[config.mk]
export PLATFORM = sky130hd
export DESIGN_NAME = rtype_sequencer
export DESIGN_NICKNAME = d
export VERILOG_FILES = /design/src/rtl/rtype_sequencer.sv
export SDC_FILE = /design/constraint.sdc
export NUM_CORES = 1
export LEC_CHECK = 0
export ABC_AREA = 1
export ABC_CLOCK_PERIOD_IN_PS = 1810
export CAP_MARGIN = 40
export CORE_MARGIN = 2
export CORE_UTILIZATION = 40
export DETAILED_ROUTE_END_ITERATION = 8
export DONT_BUFFER_PORTS = 1
export GPL_ROUTABILITY_DRIVEN = 0
export PLACE_DENSITY = 0.54
export SLEW_MARGIN = 10
export SYNTH_ARGS = -nofsm -noshare
export SYNTH_HDL_FRONTEND = slang
export SYNTH_SLANG_ARGS = --single-unit
[constraint.sdc]
create_clock -name clock -period 1.81 [get_ports clock]
set_input_delay 0 -clock clock [delete_from_list [all_inputs] [get_ports clock]]
set_output_delay 0 -clock clock [all_outputs]
set_load 0.02 [all_outputs]
[src/rtl/rtype_sequencer.sv]
// rtype_sequencer: four-state (IDLE/DECODE/EXEC/WB) sequencer for MIPS R-type ALU instructions.
// Control pulses are decoded from the registered state and forced low while stall is high.
module rtype_sequencer (
  input  logic        clock,
  input  logic        reset_n,
  input  logic        instr_valid,
  input  logic [31:0] instruction,
  output logic        instr_ready,
  input  logic        stall,
  output logic [4:0]  rs_addr,
  output logic [4:0]  rt_addr,
  output logic [4:0]  rd_addr,
  output logic [2:0]  alu_op,
  output logic        reg_we,
  output logic        done,
  output logic        illegal,
  output logic [15:0] retired_count
);

  typedef enum logic [1:0] {
    IDLE   = 2'd0,
    DECODE = 2'd1,
    EXEC   = 2'd2,
    WB     = 2'd3
  } state_t;

  state_t      r_state;
  state_t      w_next_state;
  logic [31:0] r_instr;
  logic [4:0]  r_rs_addr;
  logic [4:0]  r_rt_addr;
  logic [4:0]  r_rd_addr;
  logic [2:0]  r_alu_op;
  logic [15:0] r_retired_count;
  logic        w_accept;
  logic        w_load_decode;
  logic        w_retire;
  logic        w_legal;
  logic [2:0]  w_dec_op;
  logic        w_unused_shamt;

  // Returns {legal, alu_op}; anything outside the five supported ALU functions is illegal.
  function automatic logic [3:0] decode_func(input logic [5:0] opcode, input logic [5:0] func);
    logic [3:0] res;
    res = 4'b0000;
    if (opcode != 6'd0) begin
      res = 4'b0000;
    end else begin
      case (func)
        6'h20:   res = 4'b1010;
        6'h22:   res = 4'b1110;
        6'h24:   res = 4'b1000;
        6'h25:   res = 4'b1001;
        6'h2A:   res = 4'b1111;
        default: res = 4'b0000;
      endcase
    end
    return res;
  endfunction

  assign w_unused_shamt = ^r_instr[10:6];

  always_comb begin
    w_next_state  = r_state;
    instr_ready   = 1'b0;
    reg_we        = 1'b0;
    done          = 1'b0;
    illegal       = 1'b0;
    w_accept      = 1'b0;
    w_load_decode = 1'b0;
    w_retire      = 1'b0;
    {w_legal, w_dec_op} = decode_func(r_instr[31:26], r_instr[5:0]);
    if (!stall) begin
      case (r_state)
        IDLE: begin
          instr_ready = 1'b1;
          if (instr_valid) begin
            w_accept     = 1'b1;
            w_next_state = DECODE;
          end else begin
            w_next_state = IDLE;
          end
        end
        DECODE: begin
          w_load_decode = 1'b1;
          if (w_legal) begin
            w_next_state = EXEC;
          end else begin
            w_next_state = IDLE;
            done         = 1'b1;
            illegal      = 1'b1;
          end
        end
        EXEC: begin
          w_next_state = WB;
        end
        WB: begin
          // Writes to $0 retire without a register-file write and are not counted.
          w_retire     = (r_rd_addr != 5'd0);
          reg_we       = w_retire;
          done         = 1'b1;
          w_next_state = IDLE;
        end
        default: begin
          w_next_state = IDLE;
        end
      endcase
    end else begin
      w_next_state = r_state;
    end
  end

  always_ff @(posedge clock or negedge reset_n) begin
    if (!reset_n) begin
      r_state <= IDLE;
    end else begin
      r_state <= w_next_state;
    end
  end

  always_ff @(posedge clock or negedge reset_n) begin
    if (!reset_n) begin
      r_instr <= 32'd0;
    end else if (w_accept) begin
      r_instr <= instruction;
    end
  end

  // Addresses follow every decoded word; alu_op keeps its last value when the word is illegal.
  always_ff @(posedge clock or negedge reset_n) begin
    if (!reset_n) begin
      r_rs_addr <= 5'd0;
      r_rt_addr <= 5'd0;
      r_rd_addr <= 5'd0;
      r_alu_op  <= 3'b000;
    end else if (w_load_decode) begin
      r_rs_addr <= r_instr[25:21];
      r_rt_addr <= r_instr[20:16];
      r_rd_addr <= r_instr[15:11];
      if (w_legal) begin
        r_alu_op <= w_dec_op;
      end
    end
  end

  always_ff @(posedge clock or negedge reset_n) begin
    if (!reset_n) begin
      r_retired_count <= 16'd0;
    end else if (w_retire) begin
      r_retired_count <= r_retired_count + 16'd1;
    end
  end

  assign rs_addr       = r_rs_addr;
  assign rt_addr       = r_rt_addr;
  assign rd_addr       = r_rd_addr;
  assign alu_op        = r_alu_op;
  assign retired_count = r_retired_count;

endmodule

==> results.yml, run 1 <==
hold_path:
  hp-class: "primary input to register"
worst_setup_path:
  arrival_ps: 1970
  critPathRequiredTime_ps: 2070
  worstSetupPathType: "register to register"
  worstPathMaxFanout: 15
  crit_path_start_kind: "register"
  end_kind: "register"
detailed_routing:
  route.antenna.remaining_nets: 0
  drc: 0
  dr.pass1.iters: 4
  drt_iter0_markers: 59
  vias_per_cell: 4.67
  post_drt_wl_per_cell_um: 12.4
  vias: 2398
  drt_wl_total_um: 6400
synth:
  netlist.area_leader.share: 0.535
  syn_nets: 392
  synth.distinct_cells: 25
  syn_area_per_cell_um2: 8.29
  yosysWarnings: 0
  synth_area_um2: 2940
  synth_area_leaders: "dfrtp_1, nand2_1, nor2_1, nand3_1, a21oi_2"
  yosysTopAreaCell: "dfrtp_1"
  ys_ff_latch: 63
  syn_inst: 355
  seq_area_frac_synth: 0.535
timing:
  setup_violations: 0
  fmax_mhz: 585
  slew_viol_final: 0
  fin_crit_ps: 1710
  relSlewSlack: 0.674
  skew_ps: 10.4
  post-route-period-util: 0.944
  hold_violations: 0
  whs_ps: 158
  tightestPinTransition_ps: 489
clock_tree:
  cts_max_level: 3
  root_buffer: "clkbuf_8"
  clock-sinks: 63
  cts_tree: "yes"
  cts-buffers-inserted: 9
  clk_latency_ps: 330
  cts_buffer_depth: 2
  clk_pin_slew_ps: 70
final_layout:
  multi_input_area_um2: 1190
  regArea_um2: 1580
  antenna_cells: 0
  nNetsFinal: 447
  layout-drive-gt1-share: 0.140
  fill_cells: 675
  final_cell_mix: "nand2_1, dfrtp_1, dlygate4sd3_1, nor2_1, inv_1"
  instances_no_fill: 514
  mostFrequentLayoutCell: "nand2_1"
  syn_to_final_growth_pct: 27.7
floorplan:
  die_y_um: 89.8
  core_um2: 7180
  die_w_um: 89.8
  initial_core_util: 0.410
  rows: 31
  ios: 74
  die_area_um2: 8060
global_route:
  grt_usage: 0.171
  grt_pass1_wl_um: 11300
  grt_pass1_vias: 2447
  grt_max_degree: 64
  gr-total-overflow: 0
  antenna_found_initial: 0
place:
  portBuffers: 0
  dp_cells: 451
  dp_hpwl_um: 4130
power_and_ir_drop:
  power_frac_clock: 0.260
  pwr-share-seq: 0.519
  p_switching_w: 0.00183
  power_leakage_nw: 1.82
  irDropWorstVdd_mv: 0.571
  combPwrFrac: 0.221
  internal_power_w: 0.00299
  p_sw_frac: 0.380
  powerDensity_nw_per_um2: 1280
flow_run:
  max_cap_violations: 0
outcome:
  status: "finished, final reports clean"
==> power by group through the flow <==
stage | combinational [W] | sequential [W] | clock, W
6_report | 0.00107 | 0.00250 | 0.00125
5_1_grt | 0.00125 | 0.00257 | 0.00136
4_1_cts | 0.00106 | 0.00251 | 0.00129
3_5_place_dp | 0.000940 | 0.00253 | 0
3_3_place_gp | 0.000909 | 0.00253 | 0
2_1_floorplan | 0.000747 | 0.00246 | 0
==> routing by layer <==
metal,vias to the layer above,track usage,part of all wire
met2,52,0.288,0.49
met4,0,0.0577,0.0048
li1,1230,-,-
met3,2,0.0620,0.063
met1,1114,0.204,0.44
met5,-,0,0
==> worst max-delay path: stages (launching register included) <==
cell           delay (ps)
dfrtp_1               460
nor3_4                250
buf_6                 210
nand3_1                80
dlygate4sd3_1         580
nand2_1                70
==> through the flow <==
stage	TNS [ps]	total power [W]	setup slack, ps	cell area [µm²]	util
floorplan	0	0.00321	404	2940	-
CTS	0	0.00486	2.78	3730	0.520
global route	-0.783	0.00519	-0.783	3760	0.524
finish	0	0.00482	101	3760	0.524
global placement	0	0.00343	336	3060	0.426
detailed placement	0	0.00347	313	3060	0.426
==> cell type report <==
cell class | count | area share
timing repair buffer | 54 | 0.143
clock inverter | 6 | 0.0186
timing repair inverter | 1 | 0.00133
clock buffer | 10 | 0.0366
sequential | 63 | 0.419
tap | 99 | 0.0329
multi-input combinational | 250 | 0.316
inverter | 31 | 0.0319
==> sequential cells by signal (all words and copies together), names as in the netlist, named ones only <==
name / flops
rs_addr: 5
retired_count: 16
rt_addr: 5
rd_addr: 5
alu_op: 3
r_instr: 27
r_state: 1
==> synthesized netlist by cell type <==
library cell,number
dfrtp_1,63
inv_1,29
a31oi_1,1
a21oi_2,13
nand2_2,3
buf_2,5
buf_4,4
xnor2_1,1
clkbuf_1,1
ha_1,1
nor2_2,9
nand4_1,7
nor2_1,36
nand3b_1,1
nand2_1,124
o21ai_1,1
xor2_1,7
a21oi_1,3
buf_6,1
nor3_2,1
inv_2,2
nand3_1,24
nor3_4,1
o21ai_0,16
nor3_1,1
==> path summary, 6_finish.rpt <==
kind                                         start                      end  slack, ps  cells past startpoint
max in group asynchronous                  reset_n  r_instr[13]$_DFFE_PN0P_       1340                      2
hold reg to reg            r_instr[11]$_DFFE_PN0P_   rd_addr[0]$_DFFE_PN0P_        480                      2
min in group asynchronous                  reset_n   rs_addr[1]$_DFFE_PN0P_        190                      2
setup / recovery                          register  r_instr[31]$_DFFE_PN0P_        100                      5
setup reg to reg                          register  r_instr[31]$_DFFE_PN0P_        100                      5
hold / removal                         instr_valid  r_instr[16]$_DFFE_PN0P_        160                      4
==> cell families after synthesis <==
family / Yosys count / share of synthesized area
adder cells (fa/ha/maj): 1 / 0.00425
AO/OA/AOI/OAI: 34 / 0.0748
XOR/XNOR: 8 / 0.0238
flip-flops: 63 / 0.535
AND/OR/NAND/NOR: 207 / 0.298
buffers and inverters: 42 / 0.0633
==> repair_timing <==
item / 4_1_cts / 5_1_grt
endpoints found under the setup margin: 0 / 11
gates resized for setup: 0 / 3
buffers inserted: 0 / 1
hold buffers: 45 / 0
hold endpoints to repair: 92 / 0
No activity file was read; power rests on OpenSTA's default activity.
==> run 2, diff against run 1 <==
ABC_CLOCK_PERIOD_IN_PS = 1650   (was 1810)
PLACE_DENSITY = unset   (was 0.54)
clock period = 1.65 ns   (was 1.81 ns; I/O delays follow)
==> results.yml, run 2 (same netlist as run 1, synthesis figures left out) <==
outcome:
  status: "finished, final reports clean"
timing:
  relSlewSlack: 0.653
  setup-tns-final_ps: 0
  fin_ws_ps: 127
  hold_violations: 0
  tightestPinTransition_ps: 519
  fin_crit_ps: 1520
  skew_ps: 6.71
  slew_viol_final: 0
  rsz0062_at_grt: "no"
  post-route-period-util: 0.923
  fmax_mhz: 657
  setup_violations: 0
global_route:
  grt_pass1_wl_um: 11100
  gr-total-overflow: 0
  grt_max_degree: 64
  antenna_found_initial: 0
  grt_pass1_vias: 2348
  grt_usage: 0.168
place:
  post-place-ws_ps: 217
  portBuffers: 0
  dp_hpwl_um: 4170
detailed_routing:
  drt_wl_total_um: 6270
  vias_per_cell: 4.67
  drc: 0
  drt_iter0_markers: 80
  dr.pass1.iters: 4
  route.antenna.remaining_nets: 0
  post_drt_wl_per_cell_um: 12.3
  vias: 2372
worst_setup_path:
  cp_slowest_cell: "dfrtp_1"
  worstSetupPathType: "register to output port"
  crit_chain: "nand2_2, nor2_4, clkinvlp_4, a21oi_1, buf_4"
  crit_buf_inv: 2
  worstPathMaxFanout: 4
  r2r_slack_ps: 200
  arrival_ps: 1520
  end_kind: "output port"
  crit_path_max_incr_delay_ps: 420
  crit_path_start_kind: "register"
  critPathRequiredTime_ps: 1650
  cpLargestDelayFamily: "flip-flops"
power_and_ir_drop:
  p_sw_frac: 0.373
  combPwrFrac: 0.234
  p_switching_w: 0.00198
  power_leakage_nw: 1.87
  power_frac_clock: 0.254
  irDropWorstVdd_mv: 0.508
  powerDensity_nw_per_um2: 1440
  pwr-share-seq: 0.512
  internal_power_w: 0.00333
floorplan:
  die_area_um2: 8060
  initial_core_util: 0.410
  ios: 74
  core_um2: 7180
  rows: 31
  die_w_um: 89.8
  die_y_um: 89.8
clock_tree:
  cts_buffer_depth: 2
  clk_pin_slew_ps: 70
  clock-sinks: 63
  cts-buffers-inserted: 9
  root_buffer: "clkbuf_8"
  clk_latency_ps: 340
  cts_tree: "yes"
  cts_max_level: 3
final_layout:
  top_register: "r_instr"
  mostFrequentLayoutCell: "nand2_1"
  syn_to_final_growth_pct: 25.5
  nNetsFinal: 442
  largest_register_ff_count: 27
  antenna_cells: 0
  layout-drive-gt1-share: 0.159
  final_cell_mix: "nand2_1, dfrtp_1, nor2_1, dlygate4sd3_1, inv_1"
hold_path:
  hp-class: "primary input to async pin"
flow_run:
  max_cap_violations: 0
run 2: cell count changes in the layout (fill, tap and decap cells not counted), sizes merged:
cell	previous run	this run
buf	10	18
dlygate4sd3	44	31
clkbuf	10	11
clkinvlp	5	2
clkinv	2	3
run 2: power by group through the flow:
stage	combinational (W)	sequential, W	clock [W]
final	0.00124	0.00272	0.00135
after detailed placement	0.00112	0.00275	0
after floorplan	0.000820	0.00270	0
after global placement	0.00109	0.00274	0
after CTS	0.00125	0.00272	0.00139
after global routing	0.00143	0.00279	0.00146
run 2: cell type report:
type	instances	area [µm²]
clock inverter	4	45.0
clock buffer	11	151
timing repair buffer	49	478
sequential	63	1580
timing repair inverter	1	7.51
inverter	31	120
tap	99	124
multi-input combinational	250	1190
fill	690	3480
run 2: metal layers:
metal | routed length, µm | GRT usage | vias to the layer above
met5 | 0 | 0 | -
met4 | 139 | 0.0744 | 0
met3 | 349 | 0.0436 | 12
met2 | 2940 | 0.269 | 64
met1 | 2840 | 0.216 | 1079
li1 | - | - | 1217
run 2: repair_timing:
| action | CTS | global route |
|---|---|---|
| cloned | 1 | 0 |
| hold endpoints to repair | 92 | 0 |
| pin swaps | 0 | 0 |
| setup endpoints to repair | 1 | 13 |
| hold buffers | 32 | 0 |
| gates resized for setup | 1 | 3 |
| buffers inserted | 1 | 0 |
run 2: through the flow:
step | hold slack [ps] | power [W] | cells | instance area (µm²) | utilization
3_5_place_dp | -294 | 0.00387 | 459 | 3130 | 0.436
2_1_floorplan | -296 | 0.00352 | 355 | 2940 | -
3_3_place_gp | -294 | 0.00383 | 459 | 3130 | 0.436
5_1_grt | 208 | 0.00568 | 508 | 3690 | 0.515
6_report | 192 | 0.00530 | 508 | 3690 | 0.515
4_1_cts | 184 | 0.00536 | 508 | 3680 | 0.513
run 2: worst paths after layout:
| check | startpoint | end | cells after the start |
|---|---|---|---|
| max | r_state[0]$_DFFE_PN0N_ | illegal | 5 |
| min | reset_n | rs_addr[0]$_DFFE_PN0P_ | 2 |
| max reg2reg | retired_count[0]$_DFFE_PN0P_ | retired_count[12]$_DFFE_PN0P_ | 8 |
| min reg2reg | r_instr[13]$_DFFE_PN0P_ | r_instr[13]$_DFFE_PN0P_ | 2 |
| max in group asynchronous | reset_n | retired_count[13]$_DFFE_PN0P_ | 2 |
| min in group clock | instruction[13] | r_instr[13]$_DFFE_PN0P_ | 3 |
run 2: worst reg2reg max path: stages (launching register included):
cell	delay (ps)
dfrtp_1	400
ha_1	230
inv_1	80
nor2_1	260
nand3_1	120
nand2_1	70
nand2_1	50
nand2_1	40
o21ai_0	70
